$ cat config.mk
export PLATFORM = sky130hd
export DESIGN_NAME = uart_top
export DESIGN_NICKNAME = d
export VERILOG_FILES = /design/src/rtl/uart_pkg.sv /design/src/rtl/uart_rx.sv /design/src/rtl/uart_tx.sv /design/src/rtl/uart_top.sv
export SDC_FILE = /design/constraint.sdc
export NUM_CORES = 1
export LEC_CHECK = 0
export CAP_MARGIN = 40
export CELL_PAD_IN_SITES_DETAIL_PLACEMENT = 0
export CELL_PAD_IN_SITES_GLOBAL_PLACEMENT = 1
export CORE_MARGIN = 3
export CORE_UTILIZATION = 43
export DETAILED_ROUTE_END_ITERATION = 7
export HOLD_SLACK_MARGIN = 0.1
export PLACE_DENSITY = 0.77
export SETUP_SLACK_MARGIN = 0.05
export SYNTH_ARGS = -nofsm -noshare
export SYNTH_HDL_FRONTEND = slang
export SYNTH_SLANG_ARGS = --single-unit
$ cat constraint.sdc
create_clock -name clk -period 2 [get_ports clk]
set_input_delay 0.4 -clock clk [delete_from_list [all_inputs] [get_ports clk]]
set_output_delay 0.4 -clock clk [all_outputs]
set_load 0.02 [all_outputs]
$ cat src/rtl/uart_pkg.sv
// Shared definitions for the UART loopback: FSM state encoding and bit-timing helpers.
package uart_pkg;

    typedef enum logic [1:0] {
        IDLE  = 2'd0,
        START = 2'd1,
        DATA  = 2'd2,
        STOP  = 2'd3
    } uart_state_t;

    // Clock cycles per serial bit.
    function automatic int baud_ticks(input int clk_hz, input int bit_rate);
        return clk_hz / bit_rate;
    endfunction

    // Clock cycles from a start-bit edge to the centre of that bit.
    function automatic int half_ticks(input int clk_hz, input int bit_rate);
        return baud_ticks(clk_hz, bit_rate) / 2;
    endfunction

    // Width of a counter that can hold 0..ticks.
    function automatic int cnt_width(input int ticks);
        return $clog2(ticks + 1);
    endfunction

endpackage

$ cat src/rtl/uart_rx.sv
// 8N1-style receiver: synchronises rxd, rejects false starts, samples bit centres,
// and pulses rx_valid half a bit after the last stop bit ends.
module uart_rx
    import uart_pkg::*;
#(
    parameter int CLK_HZ       = 50_000_000,
    parameter int BIT_RATE     = 9600,
    parameter int PAYLOAD_BITS = 8,
    parameter int STOP_BITS    = 1
) (
    input  logic                    clk,
    input  logic                    resetn,
    input  logic                    rxd,
    output logic [PAYLOAD_BITS-1:0] rx_data,
    output logic                    rx_valid,
    output logic                    rx_break
);

    localparam int TICKS = baud_ticks(CLK_HZ, BIT_RATE);
    localparam int HALF  = half_ticks(CLK_HZ, BIT_RATE);
    localparam int CW    = cnt_width(TICKS);
    localparam int IW    = $clog2(PAYLOAD_BITS + STOP_BITS + 1);

    logic [1:0]              sync_reg;
    logic                    rxd_s;
    uart_state_t             state_reg;
    logic [CW-1:0]           cnt_reg;
    logic [IW-1:0]           idx_reg;
    logic [PAYLOAD_BITS-1:0] data_reg;
    logic                    valid_reg;
    logic                    break_reg;

    assign rxd_s    = sync_reg[1];
    assign rx_data  = data_reg;
    assign rx_valid = valid_reg;
    assign rx_break = break_reg;

    // Two-flop synchroniser for the asynchronous serial input; idles high.
    always_ff @(posedge clk) begin
        if (!resetn) sync_reg <= 2'b11;
        else         sync_reg <= {sync_reg[0], rxd};
    end

    // Receive FSM: start validation at half bit, then one sample per bit period.
    always_ff @(posedge clk) begin
        if (!resetn) begin
            state_reg <= IDLE;
            cnt_reg   <= '0;
            idx_reg   <= '0;
            data_reg  <= '0;
            valid_reg <= 1'b0;
            break_reg <= 1'b0;
        end else begin
            valid_reg <= 1'b0;
            break_reg <= 1'b0;
            case (state_reg)
                IDLE: begin
                    cnt_reg <= '0;
                    idx_reg <= '0;
                    if (!rxd_s) state_reg <= START;
                end
                START: begin
                    if (cnt_reg == CW'(HALF - 1)) begin
                        cnt_reg   <= '0;
                        state_reg <= rxd_s ? IDLE : DATA;
                    end else begin
                        cnt_reg <= cnt_reg + CW'(1);
                    end
                end
                DATA: begin
                    if (cnt_reg == CW'(TICKS - 1)) begin
                        cnt_reg  <= '0;
                        data_reg <= {rxd_s, data_reg[PAYLOAD_BITS-1:1]};
                        if (idx_reg == IW'(PAYLOAD_BITS - 1)) begin
                            idx_reg   <= '0;
                            state_reg <= STOP;
                        end else begin
                            idx_reg <= idx_reg + IW'(1);
                        end
                    end else begin
                        cnt_reg <= cnt_reg + CW'(1);
                    end
                end
                STOP: begin
                    // Stop-bit value is not checked for acceptance; the extra
                    // period after the last stop centre delays the echo start.
                    if (cnt_reg == CW'(TICKS - 1)) begin
                        cnt_reg <= '0;
                        if (idx_reg == IW'(STOP_BITS)) begin
                            idx_reg   <= '0;
                            state_reg <= IDLE;
                            valid_reg <= 1'b1;
                            break_reg <= (data_reg == '0);
                        end else begin
                            idx_reg <= idx_reg + IW'(1);
                        end
                    end else begin
                        cnt_reg <= cnt_reg + CW'(1);
                    end
                end
                default: state_reg <= IDLE;
            endcase
        end
    end

endmodule

$ cat src/rtl/uart_tx.sv
// Serial transmitter: start bit, payload LSB first, STOP_BITS high bits.
module uart_tx
    import uart_pkg::*;
#(
    parameter int CLK_HZ       = 50_000_000,
    parameter int BIT_RATE     = 9600,
    parameter int PAYLOAD_BITS = 8,
    parameter int STOP_BITS    = 1
) (
    input  logic                    clk,
    input  logic                    resetn,
    input  logic [PAYLOAD_BITS-1:0] tx_data,
    input  logic                    tx_en,
    output logic                    txd,
    output logic                    tx_busy
);

    localparam int TICKS = baud_ticks(CLK_HZ, BIT_RATE);
    localparam int CW    = cnt_width(TICKS);
    localparam int IW    = $clog2(PAYLOAD_BITS + STOP_BITS + 1);

    uart_state_t             state_reg;
    logic [CW-1:0]           cnt_reg;
    logic [IW-1:0]           idx_reg;
    logic [PAYLOAD_BITS-1:0] shift_reg;
    logic                    txd_reg;

    assign txd     = txd_reg;
    assign tx_busy = (state_reg != IDLE);

    // Transmit FSM; tx_en is ignored unless idle, so a byte arriving mid-frame is dropped.
    always_ff @(posedge clk) begin
        if (!resetn) begin
            state_reg <= IDLE;
            cnt_reg   <= '0;
            idx_reg   <= '0;
            shift_reg <= '0;
            txd_reg   <= 1'b1;
        end else begin
            case (state_reg)
                IDLE: begin
                    txd_reg <= 1'b1;
                    cnt_reg <= '0;
                    idx_reg <= '0;
                    if (tx_en) begin
                        shift_reg <= tx_data;
                        txd_reg   <= 1'b0;
                        state_reg <= START;
                    end
                end
                START: begin
                    if (cnt_reg == CW'(TICKS - 1)) begin
                        cnt_reg   <= '0;
                        txd_reg   <= shift_reg[0];
                        shift_reg <= shift_reg >> 1;
                        state_reg <= DATA;
                    end else begin
                        cnt_reg <= cnt_reg + CW'(1);
                    end
                end
                DATA: begin
                    if (cnt_reg == CW'(TICKS - 1)) begin
                        cnt_reg <= '0;
                        if (idx_reg == IW'(PAYLOAD_BITS - 1)) begin
                            idx_reg   <= '0;
                            txd_reg   <= 1'b1;
                            state_reg <= STOP;
                        end else begin
                            idx_reg   <= idx_reg + IW'(1);
                            txd_reg   <= shift_reg[0];
                            shift_reg <= shift_reg >> 1;
                        end
                    end else begin
                        cnt_reg <= cnt_reg + CW'(1);
                    end
                end
                STOP: begin
                    if (cnt_reg == CW'(TICKS - 1)) begin
                        cnt_reg <= '0;
                        if (idx_reg == IW'(STOP_BITS - 1)) begin
                            idx_reg   <= '0;
                            state_reg <= IDLE;
                        end else begin
                            idx_reg <= idx_reg + IW'(1);
                        end
                    end else begin
                        cnt_reg <= cnt_reg + CW'(1);
                    end
                end
                default: state_reg <= IDLE;
            endcase
        end
    end

endmodule

$ cat src/rtl/uart_top.sv
// UART loopback: every received byte is echoed on uart_txd and shown on led_out.
module uart_top
    import uart_pkg::*;
#(
    parameter int CLK_HZ       = 50_000_000,
    parameter int BIT_RATE     = 9600,
    parameter int PAYLOAD_BITS = 8,
    parameter int STOP_BITS    = 1
) (
    input  logic                    clk,
    input  logic                    resetn,
    input  logic                    uart_rxd,
    output logic                    uart_txd,
    output logic [PAYLOAD_BITS-1:0] led_out
);

    logic [PAYLOAD_BITS-1:0] rx_data;
    logic                    rx_valid;
    logic                    rx_break;
    logic                    tx_busy;
    logic                    tx_en;
    logic [PAYLOAD_BITS-1:0] led_reg;

    assign tx_en   = rx_valid & ~tx_busy;
    assign led_out = led_reg;

    uart_rx #(
        .CLK_HZ      (CLK_HZ),
        .BIT_RATE    (BIT_RATE),
        .PAYLOAD_BITS(PAYLOAD_BITS),
        .STOP_BITS   (STOP_BITS)
    ) u_rx (
        .clk     (clk),
        .resetn  (resetn),
        .rxd     (uart_rxd),
        .rx_data (rx_data),
        .rx_valid(rx_valid),
        .rx_break(rx_break)
    );

    uart_tx #(
        .CLK_HZ      (CLK_HZ),
        .BIT_RATE    (BIT_RATE),
        .PAYLOAD_BITS(PAYLOAD_BITS),
        .STOP_BITS   (STOP_BITS)
    ) u_tx (
        .clk    (clk),
        .resetn (resetn),
        .tx_data(rx_data),
        .tx_en  (tx_en),
        .txd    (uart_txd),
        .tx_busy(tx_busy)
    );

    // Latch the most recent received byte for display.
    always_ff @(posedge clk) begin
        if (!resetn)       led_reg <= '0;
        else if (rx_valid) led_reg <= rx_data;
    end

endmodule

== After elaboration in Yosys (flattened, before gate mapping) ==
Index checks and enable logic that the tools add are counted.
Storage, ports and cells
  logic and storage cells: 101
  output and inout port bits: 9
  input bits: 3
  bits in registers: 66
Operators by class
  reductions and logical operators: 17
  eq/ne operators: 25
  multiplexer cells: 41
  add/sub/neg operators: 4
  bitwise operators: 2
Operators by type and width (count)
  2-to-1 mux 13 bit: 3
  one-hot mux 13 bit (3 select lines): 1
  2-to-1 mux 4 bit: 8
  2-to-1 mux 8 bit: 4
  adder 13 x 1 -> 13 bit, second input constant: 2
  == test 13 bit, second input constant: 2
  2-to-1 mux 2 bit: 13
  one-hot mux 13 bit (2 select lines): 1
  one-hot mux 4 bit (3 select lines): 2
  one-hot mux 8 bit (3 select lines): 1
  != test 2 x 1 -> 1 bit, second input constant: 10
  one-hot mux 2 bit (4 select lines): 2
  == test 13 x 12 -> 1 bit, second input constant: 1
  AND reduction 3 bit: 4
  AND reduction 6 bit: 2
  nonzero test 3 bit: 3
  adder 4 x 1 -> 4 bit, second input constant: 2
  == test 2 bit, second input constant: 4
  == test 4 x 3 -> 1 bit, second input constant: 2
  != test 2 bit, second input constant: 3
  2-to-1 mux 1 bit: 5
  AND reduction 5 bit: 1
  == test 2 x 1 -> 1 bit, second input constant: 2
  == test 4 x 1 -> 1 bit, second input constant: 1
  9 further kinds: 10

== Depth between registers and ports, before layout ==
  depth in word-level cells: 5
  gate-level depth with buffers: 7
  depth with buffers taken out: 6

== Cells and area by module ==
Synthesis repeated with hierarchy kept, for this count alone.
Second synthesis, totals
  cells, all modules: 353
  area total of the unflattened synthesis: 3229.3 um^2
Modules (own cells, without submodules)
  uart_tx: area each 1505.2 um^2, cells each 166, sequential area each 560.5 um^2, times used 1
  uart_rx: area each 1416.4 um^2, cells each 161, sequential area each 620.6 um^2, times used 1
  uart_top: area each 307.8 um^2, cells each 26, sequential area each 160.2 um^2, times used 1

== Worst setup path after synthesis ==
Ideal clock, no wire load.
  kind: reg-to-reg
  from: reg u_tx.state_reg[1]
  to: reg u_tx.shift_reg[0]
  clock period less this slack: 1.939 ns
  setup time: 0.116 ns
  arrival time: 1.823 ns
  data required time: 1.884 ns
  stages on the path, launching flop included: 7
  setup slack: 0.061 ns
  path buffers: 1
  cells stage by stage: dfxtp_1 -> inv_1 -> ha_1 -> clkbuf_1 -> mux2_2 -> a211o_2 -> o211a_1
Between the ends
  cells in the longest elaborated chain, start to end: 5
  elaborated cells between the ends (all ways): 13
  classes of those cells: 6 x eq/ne; 1 x mux; 2 x bitwise; 4 x reduce/logical
RTL lines
  start: declaration: RTL line uart_tx.sv:22  | uart_state_t state_reg;
  start signal: assignment: RTL line uart_tx.sv:34  | state_reg <= IDLE;
  start signal: assignment: RTL line uart_tx.sv:48  | state_reg <= START;
  start signal: assignment: RTL line uart_tx.sv:56  | state_reg <= DATA;
  nonzero test 2 bit: RTL line uart_tx.sv:29  | assign tx_busy = (state_reg != IDLE);
  inverter 1 bit: RTL line uart_top.sv:24  | assign tx_en = rx_valid & ~tx_busy;
  AND 1 bit: RTL line uart_top.sv:24
  != test 2 bit (no source line)
  AND reduction 5 bit (no source line)
  end signal: assignment: RTL line uart_tx.sv:46  | shift_reg <= tx_data;
  end signal: assignment: RTL line uart_tx.sv:55  | shift_reg <= shift_reg >> 1;
  end signal: assignment: RTL line uart_tx.sv:71  | shift_reg <= shift_reg >> 1;
  end: declaration: RTL line uart_tx.sv:25  | logic [PAYLOAD_BITS-1:0] shift_reg;
Several ways; a longest one is shown, not always the timed one.
A chain may end at the register's enable or synchronous reset.

== Worst setup path after layout ==
  from: reg u_tx.state_reg[1]
  to: reg u_tx.shift_reg[2]
The elaborated chain is that of the path after synthesis.

==> results.sh <==
export IMPL_firstDrtPassIters=4
export IMPL_ys_dominant_reg_cell="dfxtp_1"
export IMPL_synth_most_common_cell="dfxtp_1"
export IMPL_cts_tree="yes"
export IMPL_gr_usage_all_layers_pct=17.2
export IMPL_run_status="finished clean"
export IMPL_dp_hpwl_um=4680
export IMPL_critical_path_required_ns=2.24
export IMPL_grt_pass1_vias=2532
export IMPL_gp_congestion=0.807
export IMPL_synthTopCellsByArea="dfxtp_1, ha_1, xor2_1, mux2i_1, nand3_1"
export IMPL_wire_per_inst_um=14.4
export IMPL_core_rowCount=31
export IMPL_crit_path_end_kind="flip-flop"
export IMPL_async_reset_ff_share_pct=0
export IMPL_clockBufferDepth=2
export IMPL_p_comb_share_pct=10.9
export IMPL_power_mw=2.98
export IMPL_maxSlewViolCount=0
export IMPL_startpoint_type="flip-flop"
export IMPL_p_sw_share_pct=25.5
export IMPL_drt_wl_total_um=6850
export IMPL_synth_compound_area_share_pct=13.0
export IMPL_netlist_area_sq_um=3330
export IMPL_cp_arrival_ns=2.11
export IMPL_hold_viol_final=0
export IMPL_synthToLayoutAreaGrowth_pct=14.3
export IMPL_core_area_sq_um=7370
export IMPL_io_buffers=11
export IMPL_worst_pin_slew_ns=0.409
export IMPL_crit_type="flip-flop to flip-flop"
export IMPL_slew_headroom_pct=72.5
export IMPL_grt_pass1_wl_um=12000
export IMPL_synthMuxAreaShare_pct=5.98
export IMPL_ys_types=53
export IMPL_ant_nets=0
export IMPL_route_vias_total=2669
export IMPL_p_switching_uw=761
export IMPL_path_buf_inv=1
export IMPL_synth_cells=356
export IMPL_die_h_um=94.0
export IMPL_p_seq_share_pct=46.6
export IMPL_synth_seq_area_share_pct=39.7
export IMPL_leakage_nw=1.43
export IMPL_yosysWarnings=0
export IMPL_fp_dieW_um=94.0
export IMPL_synth_xor_area_share_pct=5.79
export IMPL_yosys_area_share_simple_pct=26.0
export IMPL_drive_above_1_share_pct=15.9
export IMPL_cts_sinks=66
export IMPL_rsz0062_at_grt="false"
export IMPL_final_core_util_pct=51.6
export IMPL_die_area_sq_um=8830
export IMPL_ys_ff_latch=66
export IMPL_power_density_nw_per_um2=785
export IMPL_cts_root_buf="clkbuf_8"
export IMPL_critPathTopFamily="simple AND/OR/NAND/NOR gates"
export IMPL_clkLatencyLatePin_ns=0.35
export IMPL_max_cap_viol_count=0
export IMPL_critPathSlowestCell="or3b_4"
export IMPL_via_per_inst=5.60
export IMPL_fin_crit_sh_pct=93.2
export IMPL_insertedDiodeCount=0
export IMPL_nets=388
export IMPL_synth_top_area_share_pct=39.7
export IMPL_synth_edf_count=0
export IMPL_pin_count=12
export IMPL_layout_min_cycle_time_ns=1.86
export IMPL_finalClockSkew_ns=0.0126
export IMPL_cp_cell_sequence="inv_1 -> ha_2 -> nor2b_1 -> or3b_4 -> a211o_2 -> o211a_1"
export IMPL_synthAdderAreaFrac_pct=4.51
export IMPL_syn_avg_cell_area_sq_um=9.35
export IMPL_p_int_mw=2.22
export IMPL_ir_worst_vdd_mv=0.353
export IMPL_drtIter0Drc=126
export IMPL_yosysTopAreaCell="dfxtp_1"
export IMPL_numCtsBuffers=9
export IMPL_clk_pin_slew_ns=0.07
export IMPL_max_stage_delay_ns=0.44
export IMPL_drc_errors=0
export IMPL_finalSetupViolCount=0
export IMPL_finalSetupTns_ns=0
export IMPL_antenna_found_initial=0
export IMPL_grt_max_degree=21
export IMPL_fmax_mhz=537
export IMPL_yosys_top_cells_count="dfxtp_1, nor2_1, nand3_1"
export IMPL_h_tree_depth=3
export IMPL_cts_setup_buffers=0
export IMPL_initial_core_util_pct=45.2
export IMPL_worstPathMaxFanout=8
export IMPL_grt_overflow=0
export IMPL_synth_top_family_by_area="simple AND/OR/NAND/NOR gates"
export IMPL_syn_nets=371
export IMPL_hp_class="flip-flop to flip-flop"
export IMPL_clockPowerShare_pct=42.6
==> final cells by class <==
type / instances / area (sq um)
clock buffers: 9 / 124
clock inverters: 7 / 103
repair buffers: 29 / 245
well taps: 99 / 124
inverters: 10 / 37.5
multi-input cells: 257 / 1850
fillers: 700 / 3570
flip-flops and latches: 66 / 1320
==> worst paths after layout <==
path / start / to / slack (ns) / depth (start not counted)
min reg2reg: u_rx.sync_reg[0] / u_rx.sync_reg[1] / 0.41 / 1
max: u_tx.state_reg[1] / u_tx.shift_reg[2] / 0.14 / 6
max reg2reg: u_tx.state_reg[1] / u_tx.shift_reg[2] / 0.14 / 6
min: u_rx.sync_reg[0] / u_rx.sync_reg[1] / 0.41 / 1
==> placed cells by master (no fill, tap or decap), types with 3 or more instances in the layout <==
master            n
nand3_1          21
clkinv_4          3
nand2_1          10
clkdlybuf4s50_1  11
o211a_1           8
mux2i_1          12
or3_1             4
nor2_1           28
xor2_1           16
a21oi_1          17
mux2_2            7
and4_1            6
ha_1             11
nor3_1           17
nor3b_1           3
nand4_1          13
xnor2_1           6
dfxtp_1          66
nor4b_2           3
clkbuf_8          9
o21ai_0          14
a211o_2           6
inv_1            10
o211ai_1          4
buf_4            18
nand3b_1          5
and3_1            8
==> power by group through the flow <==
stage	logic, mW	registers (mW)	clock network, mW
final	0.324	1.39	1.27
after global routing	0.356	1.39	1.36
after CTS	0.317	1.39	1.32
after detailed placement	0.311	1.42	0
after global placement	0.309	1.42	0
after floorplan	0.245	1.41	0
==> cell families after synthesis <==
group | Yosys count
compound gates | 61
flops | 66
mux | 19
simple gates | 143
fa+ha+maj | 12
buf+inv | 33
xor+xnor | 22
==> routing by layer <==
metal / global-route usage, % / up-vias / part of all wire (%) / wire, um
met4: 8.42 / 0 / 1.7 / 113
met2: 26.8 / 40 / 47 / 3210
met5: 0 / - / 0 / 0
met1: 22.8 / 1284 / 49 / 3330
met3: 2.88 / 9 / 2.8 / 194
li1: - / 1336 / - / -
==> metrics by stage <==
step / area [sq um] / hold slack, ns / instances / worst slack [ns]
6_report: 3800 / 0.406 / 477 / 0.137
5_1_grt: 3800 / 0.441 / 477 / 0.0410
4_1_cts: 3800 / 0.411 / 477 / 0.0809
3_5_place_dp: 3570 / 0.397 / 461 / 0.0352
3_3_place_gp: 3570 / 0.390 / 461 / 0.102
2_1_floorplan: 3330 / 0.386 / 356 / 0.0610
==> what timing repair did <==
item | 4_1_cts | 5_1_grt
resized for setup | 1 | 2
setup endpoints to repair | 7 | 9
hold buffers | 0 | 0
Note: power is estimated with default switching activity, not from simulation.
